`src/rtl/pipeline_hazard_ctrl.sv`:
```
// pipeline_hazard_ctrl: stall/flush sequencer for load-use, taken-branch redirect and data-memory wait
// hazards, with a wait watchdog and saturating stall/redirect counters.
module pipeline_hazard_ctrl #(
    parameter int WAIT_MAX = 255,
    parameter int WAIT_W = 8,
    parameter int CNT_W = 16
) (
    input  logic             clk_i,
    input  logic             rst_i,
    input  logic [4:0]       fd_rs1_i,
    input  logic [4:0]       fd_rs2_i,
    input  logic             fd_uses_rs1_i,
    input  logic             fd_uses_rs2_i,
    input  logic [4:0]       de_rd_i,
    input  logic             de_mem_read_i,
    input  logic             ex_branch_taken_i,
    input  logic             dmem_req_i,
    input  logic             dmem_ack_i,
    output logic             pc_en_o,
    output logic             fd_en_o,
    output logic             fd_flush_o,
    output logic             de_en_o,
    output logic             de_flush_o,
    output logic             em_en_o,
    output logic             mem_timeout_o,
    output logic [CNT_W-1:0] stall_cnt_o,
    output logic [CNT_W-1:0] flush_cnt_o
);
    localparam logic [1:0] RUN = 2'd0, MEM_WAIT = 2'd1, HALT = 2'd2;
    logic [1:0] state;
    logic [WAIT_W-1:0] wait_cnt;
    logic hazard, mem_stall, live, redirect, load_use;
    // live: the pipeline advances this cycle, so redirect/load-use rules apply
    always_comb begin
        hazard = de_mem_read_i && (de_rd_i != 5'd0) &&
                 ((fd_uses_rs1_i && fd_rs1_i == de_rd_i) || (fd_uses_rs2_i && fd_rs2_i == de_rd_i));
        mem_stall = (state == RUN) && dmem_req_i && !dmem_ack_i;
        live = !rst_i && (((state == RUN) && !mem_stall) || ((state == MEM_WAIT) && dmem_ack_i));
        redirect = live && ex_branch_taken_i;
        load_use = live && !ex_branch_taken_i && hazard;
        pc_en_o = live && !load_use;
        fd_en_o = live && !load_use;
        de_en_o = live;
        em_en_o = live;
        fd_flush_o = rst_i || redirect;
        de_flush_o = rst_i || redirect || load_use;
    end
    always_ff @(posedge clk_i) begin
        if (rst_i) begin
            state <= RUN;
            wait_cnt <= '0;
            stall_cnt_o <= '0;
            flush_cnt_o <= '0;
            mem_timeout_o <= 1'b0;
        end else begin
            if (!pc_en_o && state != HALT && stall_cnt_o != '1)
                stall_cnt_o <= stall_cnt_o + 1'b1;
            if (redirect && flush_cnt_o != '1)
                flush_cnt_o <= flush_cnt_o + 1'b1;
            if (mem_stall) begin
                state <= MEM_WAIT;
                wait_cnt <= WAIT_W'(1);
            end else if (state == MEM_WAIT) begin
                if (dmem_ack_i) begin
                    state <= RUN;
                    wait_cnt <= '0;
                end else if (wait_cnt == WAIT_W'(WAIT_MAX)) begin
                    state <= HALT;
                    mem_timeout_o <= 1'b1;
                end else begin
                    wait_cnt <= wait_cnt + 1'b1;
                end
            end
        end
    end
endmodule

```
`config.mk`:
```
export PLATFORM = sky130hd
export DESIGN_NAME = pipeline_hazard_ctrl
export DESIGN_NICKNAME = d
export VERILOG_FILES = /design/src/rtl/pipeline_hazard_ctrl.sv
export SDC_FILE = /design/constraint.sdc
export NUM_CORES = 1
export LEC_CHECK = 0
export CAP_MARGIN = 30
export CORE_MARGIN = 2
export CORE_UTILIZATION = 35
export DETAILED_ROUTE_END_ITERATION = 10
export SLEW_MARGIN = 10
export SYNTH_ARGS = -nofsm -noshare
export SYNTH_HDL_FRONTEND = slang
export SYNTH_SLANG_ARGS = --single-unit
```
`constraint.sdc`:
```
create_clock -name clk_i -period 3 [get_ports clk_i]
set_input_delay 0.45 -clock clk_i [delete_from_list [all_inputs] [get_ports clk_i]]
set_output_delay 0.45 -clock clk_i [all_outputs]
set_load 0.005 [all_outputs]
```
==> results of run 1 <==
[worst reg2reg max path: cells and delay by family (launching register included)]
kind | cells | cell delay (ns)
AO/OA/AOI/OAI | 1 | 0.72
XOR/XNOR | 1 | 0.18
adder cells (fa/ha/maj) | 1 | 0.22
buffers and inverters | 1 | 0.06
flip-flops | 1 | 0.46
AND/OR/NAND/NOR | 3 | 0.53
[flip-flops by register name, indices dropped and copies added (netlist names)]
name	cells
flush_cnt_o	16
mem_timeout_o	1
stall_cnt_o	16
state	2
wait_cnt	8
[power by group through the flow]
stage	logic (mW)	clock network (mW)	registers (mW)
after floorplan	0.0857	0	0.602
after global placement	0.147	0	0.606
after detailed placement	0.147	0	0.606
after CTS	0.148	0.453	0.593
after global routing	0.162	0.472	0.595
final	0.146	0.436	0.593
[cell type report]
| cell class | instances | area [um^2] | area share [%] |
|---|---|---|---|
| multi-input cells | 215 | 1340 | 43.7 |
| repair buffers | 64 | 633 | 20.7 |
| clock inverters | 1 | 30.0 | 0.983 |
| well taps | 77 | 96.3 | 3.15 |
| inverters | 7 | 26.3 | 0.860 |
| clock buffers | 6 | 72.6 | 2.38 |
| flip-flops and latches | 43 | 861 | 28.2 |
[kinds of logic after synthesis]
| group | after synthesis |
|---|---|
| fa+ha+maj | 3 |
| buf+inv | 18 |
| mux | 3 |
| xor+xnor | 30 |
| compound gates | 48 |
| flops | 43 |
| simple gates | 131 |
[cells in the final DEF (no fill, tap or decap), drive strengths merged]
master         netlist  routed
clkdlybuf4s50        0      61
dfxtp               43      43
nor2                35      35
xnor2               24      24
nand2               20      20
nand3               20      20
a21oi               18      18
o21ai               12      12
nor3                11      11
nand4               10      10
or3                  8       8
inv                  7       7
o31ai                6       6
or4                  6       6
xor2                 6       6
nor4                 6       6
clkbuf               4       6
nand2b               4       4
and4                 3       3
and3                 3       3
mux2i                3       3
ha                   3       3
buf                  7       3
or2                  3       3
nor2b                2       2
a21o                 2       2
a211oi               2       2
o22ai                1       1
a31o                 1       1
o221ai               1       1
o32a                 1       1
o311ai               1       1
a31oi                1       1
a32oi                1       1
o31a                 1       1
bufinv               0       1
[how the worst max path moves through the flow]
stage	startpoint	endpoint	slack (ns)	cells past startpoint
finish	de_rd_i[1]	de_flush_o	0.35	6
global route	de_rd_i[1]	de_flush_o	0.19	6
CTS	de_rd_i[3]	de_flush_o	0.33	6
detailed placement	de_rd_i[3]	stall_cnt_o[6]$_SDFFE_PP0P_	0.25	8
global placement	de_rd_i[4]	stall_cnt_o[6]$_SDFFE_PP0P_	0.34	8
floorplan	flush_cnt_o[0]$_SDFFE_PP0P_	flush_cnt_o[1]$_SDFFE_PP0P_	1.13	8
[metal layers]
layer	vias to the layer above	global-route usage (%)	routed length, um
met1	991	21.2	2730
met5	-	0	0
li1	1111	-	-
met3	5	3.60	362
met4	0	5.92	55
met2	65	23.4	2410
==> impl_metrics.json, run 1 <==
{
  "synth_compound_area_share_pct": 13.8,
  "drive_gt1_share_pct": 6.25,
  "synth_top_family_by_area": "simple AND/OR/NAND/NOR gates",
  "status": "finished, final reports clean",
  "post-route-period-util_pct": 88.3,
  "cts_buffer_depth": 2,
  "cts_sinks": 43,
  "initial_core_util_pct": 36.2,
  "ys.flop_type": "dfxtp_1",
  "end_kind": "output port",
  "cts_buffers": 5,
  "place.gp.congestion": 0.825,
  "tightest_slew_ns": 0.825,
  "finalInstanceArea_um2": 3060,
  "whs_path_depth": 2,
  "grt_pass1_wl_um": 9320,
  "yosysSeqAreaShare_pct": 37.2,
  "avgSynthCellArea_um2": 8.38,
  "ys_top_cells_by_area": "dfxtp_1 37%, xnor2_1 9.1%, nor2_1 5.5%, a21oi_1 3.9%, nand3_1 3.9%",
  "die_area_um2": 7270,
  "synth-seq-cells": 43,
  "setup_viol": 0,
  "p_per_area_nw_per_um2": 384,
  "rows": 29,
  "rrSetupSlack_ns": 0.71,
  "ir_drop_mv": 0.253,
  "cts_setup_buffers": 0,
  "yosysTopAreaCell": "dfxtp_1",
  "p_sw_mw": 0.274,
  "pwr-share-clk_pct": 37.1,
  "vias": 2172,
  "clock_latency_ns": 0.29,
  "grt_max_degree": 39,
  "wire_per_inst_um": 13.5,
  "finalPower_mw": 1.17,
  "post_cts_resized": 0,
  "holdBufCountCts": 0,
  "synth-simple-area-share_pct": 29.7,
  "crit_fanout": 3,
  "sw_frac_of_total_pct": 23.3,
  "htree_levels": 2,
  "relSlewSlack_pct": 44.9,
  "r2r_end": "flush_cnt_o[11]$_SDFFE_PP0P_",
  "hold_slack_ns": 0.479,
  "ys_top_cells_by_count": "43 x dfxtp_1, 34 x nor2_1, 24 x xnor2_1",
  "crit_slowest_cell": "clkdlybuf4s50_1",
  "fp.coreArea_um2": 6390,
  "path_class": "primary input to output port",
  "final.setup_skew_ns": 0.00964,
  "fillCellCount": 637,
  "synth_top_area_share_pct": 37.2,
  "synth_xor_area_share_pct": 11.4,
  "io_buffer_count": 61,
  "combPwrFrac_pct": 12.4,
  "first_pass_iters": 4,
  "die_height_um": 85.3,
  "synthAdderAreaFrac_pct": 1.62,
  "place_ws_ns": 0.249,
  "num_antenna_cells": 0,
  "synth_most_common_cell": "dfxtp_1",
  "cts_root_buf": "clkbuf_8",
  "synth-async-reset-ratio_pct": 0,
  "netlist_instances": 276,
  "wirelength_um": 5560,
  "final_util_pct": 47.8,
  "fin_nets": 362,
  "tns_ns": 0,
  "cts_tree": "built",
  "grt_setup_unrepaired": "false",
  "ys_warn_count": 0,
  "antenna_left": 0,
  "grt_pass1_vias": 1985,
  "reg2reg_from": "flush_cnt_o[0]$_SDFFE_PP0P_",
  "antenna_found_initial": 0,
  "place_area_um2": 2950,
  "p_leak_nw": 0.972,
  "drv_cap": 0,
  "track_usage_pct": 15.4,
  "cp_data_required_time_ns": 2.55,
  "crit_arrival_ns": 2.20,
  "cp_cell_sequence": "clkdlybuf4s50_1, xnor2_1, nand4_1, o22ai_1, a31o_2, clkdlybuf4s50_1",
  "syn2layout_area_growth_pct": 32.1,
  "synth-edff-count": 0,
  "drv_slew": 0,
  "syn_area_um2": 2310,
  "rr_worst_depth": 7,
  "syn_nets": 302,
  "worstHoldEndpoint": "mem_timeout_o$_SDFFE_PP0P_",
  "crit_path_frequent_cell": "clkdlybuf4s50_1",
  "grt_overflow_total": 0,
  "drc": 0,
  "clkTransAtPathRegs_ns": 0.08,
  "ios": 62,
  "ys_types": 45,
  "dieWidth_um": 85.3,
  "place_inst": 406,
  "max_clock_freq_mhz": 378,
  "start_kind": "primary input",
  "dp.final_hpwl_um": 4030,
  "synthMuxAreaShare_pct": 1.30,
  "worst_slack_ns": 0.352,
  "fin_crit_ns": 2.65,
  "drtIter0Drc": 89,
  "path_buf_inv": 2,
  "power_frac_seq_pct": 50.5,
  "hold_class": "flip-flop to flip-flop",
  "p_int_mw": 0.900,
  "vias_per_cell": 5.26,
  "hold_start": "mem_timeout_o$_SDFFE_PP0P_",
  "crit_family": "buffers and inverters",
  "hold_violations": 0,
  "fin_cells": 413,
  "cp_slowest_stage_delay_ns": 0.53
}
(Power assumes the default switching activity.)
==> inputs of run 2 (changes only) <==
Settings changed: MAX_ROUTING_LAYER set to met4.
==> run 2 against run 1 <==
Cell count unchanged. Clock-buffer cell count unchanged. Critical endpoint unchanged. Die area did not move. Maximum frequency stayed put.
==> impl_metrics.json, run 2 (synthesis gave the netlist of run 1 again) <==
{
  "status": "finished, final reports clean",
  "drv_slew": 0,
  "syn2layout_area_growth_pct": 32.1,
  "grt_setup_unrepaired": "false",
  "p_per_area_nw_per_um2": 385,
  "p_leak_nw": 0.972,
  "die_height_um": 85.3,
  "ios": 62,
  "tightest_slew_ns": 0.856,
  "hold_violations": 0,
  "place.gp.congestion": 0.837,
  "mostFrequentLayoutCell": "clkdlybuf4s50_1",
  "crit_family": "buffers and inverters",
  "vias_per_cell": 5.23,
  "die_area_um2": 7270,
  "clkTransAtPathRegs_ns": 0.08,
  "cts_root_buf": "clkbuf_8",
  "drtIter0Drc": 95,
  "max_clock_freq_mhz": 378,
  "hold_slack_ns": 0.479,
  "ir_drop_mv": 0.253,
  "setup_viol": 0,
  "crit_slowest_cell": "clkdlybuf4s50_1",
  "htree_levels": 2,
  "final.setup_skew_ns": 0.00956,
  "post-route-period-util_pct": 88.3,
  "fin_crit_ns": 2.65,
  "cts_sinks": 43,
  "fin_nets": 362,
  "post_cts_resized": 0,
  "pwr-share-clk_pct": 37.1,
  "num_antenna_cells": 0,
  "clock_latency_ns": 0.29,
  "antenna_left": 0,
  "fp.coreArea_um2": 6390,
  "combPwrFrac_pct": 12.4,
  "first_pass_iters": 6,
  "dieWidth_um": 85.3,
  "reg_top3": "flush_cnt_o: 16 flops, stall_cnt_o: 16 flops, wait_cnt: 8 flops",
  "wire_per_inst_um": 13.5,
  "path_buf_inv": 2,
  "mostFrequentLayoutCells": "61 x clkdlybuf4s50_1, 43 x dfxtp_1, 34 x nor2_1, 24 x xnor2_1, 20 x nand2_1",
  "start_kind": "primary input",
  "end_kind": "output port",
  "drive_gt1_share_pct": 6.25,
  "vias": 2158,
  "initial_core_util_pct": 36.2,
  "grt_overflow_total": 0,
  "cts_tree": "built",
  "holdBufCountCts": 0,
  "rows": 29,
  "dp.final_hpwl_um": 4030,
  "hold_class": "flip-flop to flip-flop",
  "p_sw_mw": 0.275,
  "tns_ns": 0,
  "grt_pass1_vias": 1985,
  "path_class": "primary input to output port",
  "crit_fanout": 3,
  "drc": 0,
  "cp_data_required_time_ns": 2.55,
  "sw_frac_of_total_pct": 23.4,
  "crit_arrival_ns": 2.20,
  "crit_path_frequent_cell": "clkdlybuf4s50_1",
  "wirelength_um": 5570,
  "grt_pass1_wl_um": 9340,
  "cts_buffers": 5,
  "grt_max_degree": 39,
  "power_frac_seq_pct": 50.4,
  "cts_setup_buffers": 0,
  "relSlewSlack_pct": 42.8,
  "p_int_mw": 0.900,
  "antenna_found_initial": 0,
  "cp_slowest_stage_delay_ns": 0.53,
  "drv_cap": 0,
  "cts_buffer_depth": 2,
  "track_usage_pct": 15.9,
  "io_buffer_count": 61,
  "cp_cell_sequence": "clkdlybuf4s50_1, xnor2_1, nand4_1, o22ai_1, a31o_2, clkdlybuf4s50_1"
}
[run 2: metal layers]
layer	vias to the layer above	GRT usage, %	wire [um]	part of all wire (%)
li1	1107	-	-	-
met1	992	21.4	2800	50
met2	54	23.4	2400	43
met3	5	3.31	308	5.5
met4	0	5.92	59	1.1
met5	-	-	0	0
[run 2: path summary, 6_finish.rpt]
| path | end | cells past startpoint | from | slack, ns |
|---|---|---|---|---|
| max reg2reg | flush_cnt_o[11]$_SDFFE_PP0P_ | 7 | flush_cnt_o[0]$_SDFFE_PP0P_ | 0.67 |
| min | mem_timeout_o$_SDFFE_PP0P_ | 2 | mem_timeout_o$_SDFFE_PP0P_ | 0.48 |
| min reg2reg | mem_timeout_o$_SDFFE_PP0P_ | 2 | mem_timeout_o$_SDFFE_PP0P_ | 0.48 |
| max | de_flush_o | 6 | de_rd_i[1] | 0.35 |
[run 2: through the flow]
step	util, %	area (um^2)	std cells	power (mW)	setup slack, ns
CTS	47.8	3060	413	1.19	0.328
finish	47.8	3060	413	1.18	0.352
floorplan	-	2310	276	0.688	1.13
global route	47.8	3060	413	1.23	0.191
global placement	46.2	2950	406	0.753	0.341
detailed placement	46.2	2950	406	0.753	0.249
[run 2: area by class of cell]
| type | count | area [um^2] |
|---|---|---|
| clock buffer | 6 | 72.6 |
| clock inverter | 1 | 30.0 |
| fill | 637 | 3330 |
| inverter | 7 | 26.3 |
| multi-input combinational | 215 | 1340 |
| sequential | 43 | 861 |
| tap | 77 | 96.3 |
| timing repair buffer | 64 | 633 |
[run 2: worst reg2reg max path: cells and delay by family, from the launching register on]
family / cells / cell delay [ns]
compound gates: 1 / 0.75
simple gates: 3 / 0.53
flops: 1 / 0.47
fa+ha+maj: 1 / 0.22
xor+xnor: 1 / 0.18
buf+inv: 1 / 0.06
[run 2: power groups by stage]
| stage | registers [mW] | logic [mW] | clock network (mW) |
|---|---|---|---|
| finish | 0.593 | 0.146 | 0.437 |
| global route | 0.595 | 0.162 | 0.472 |
| CTS | 0.593 | 0.148 | 0.453 |
| detailed placement | 0.606 | 0.147 | 0 |
| global placement | 0.606 | 0.147 | 0 |
| floorplan | 0.602 | 0.0857 | 0 |
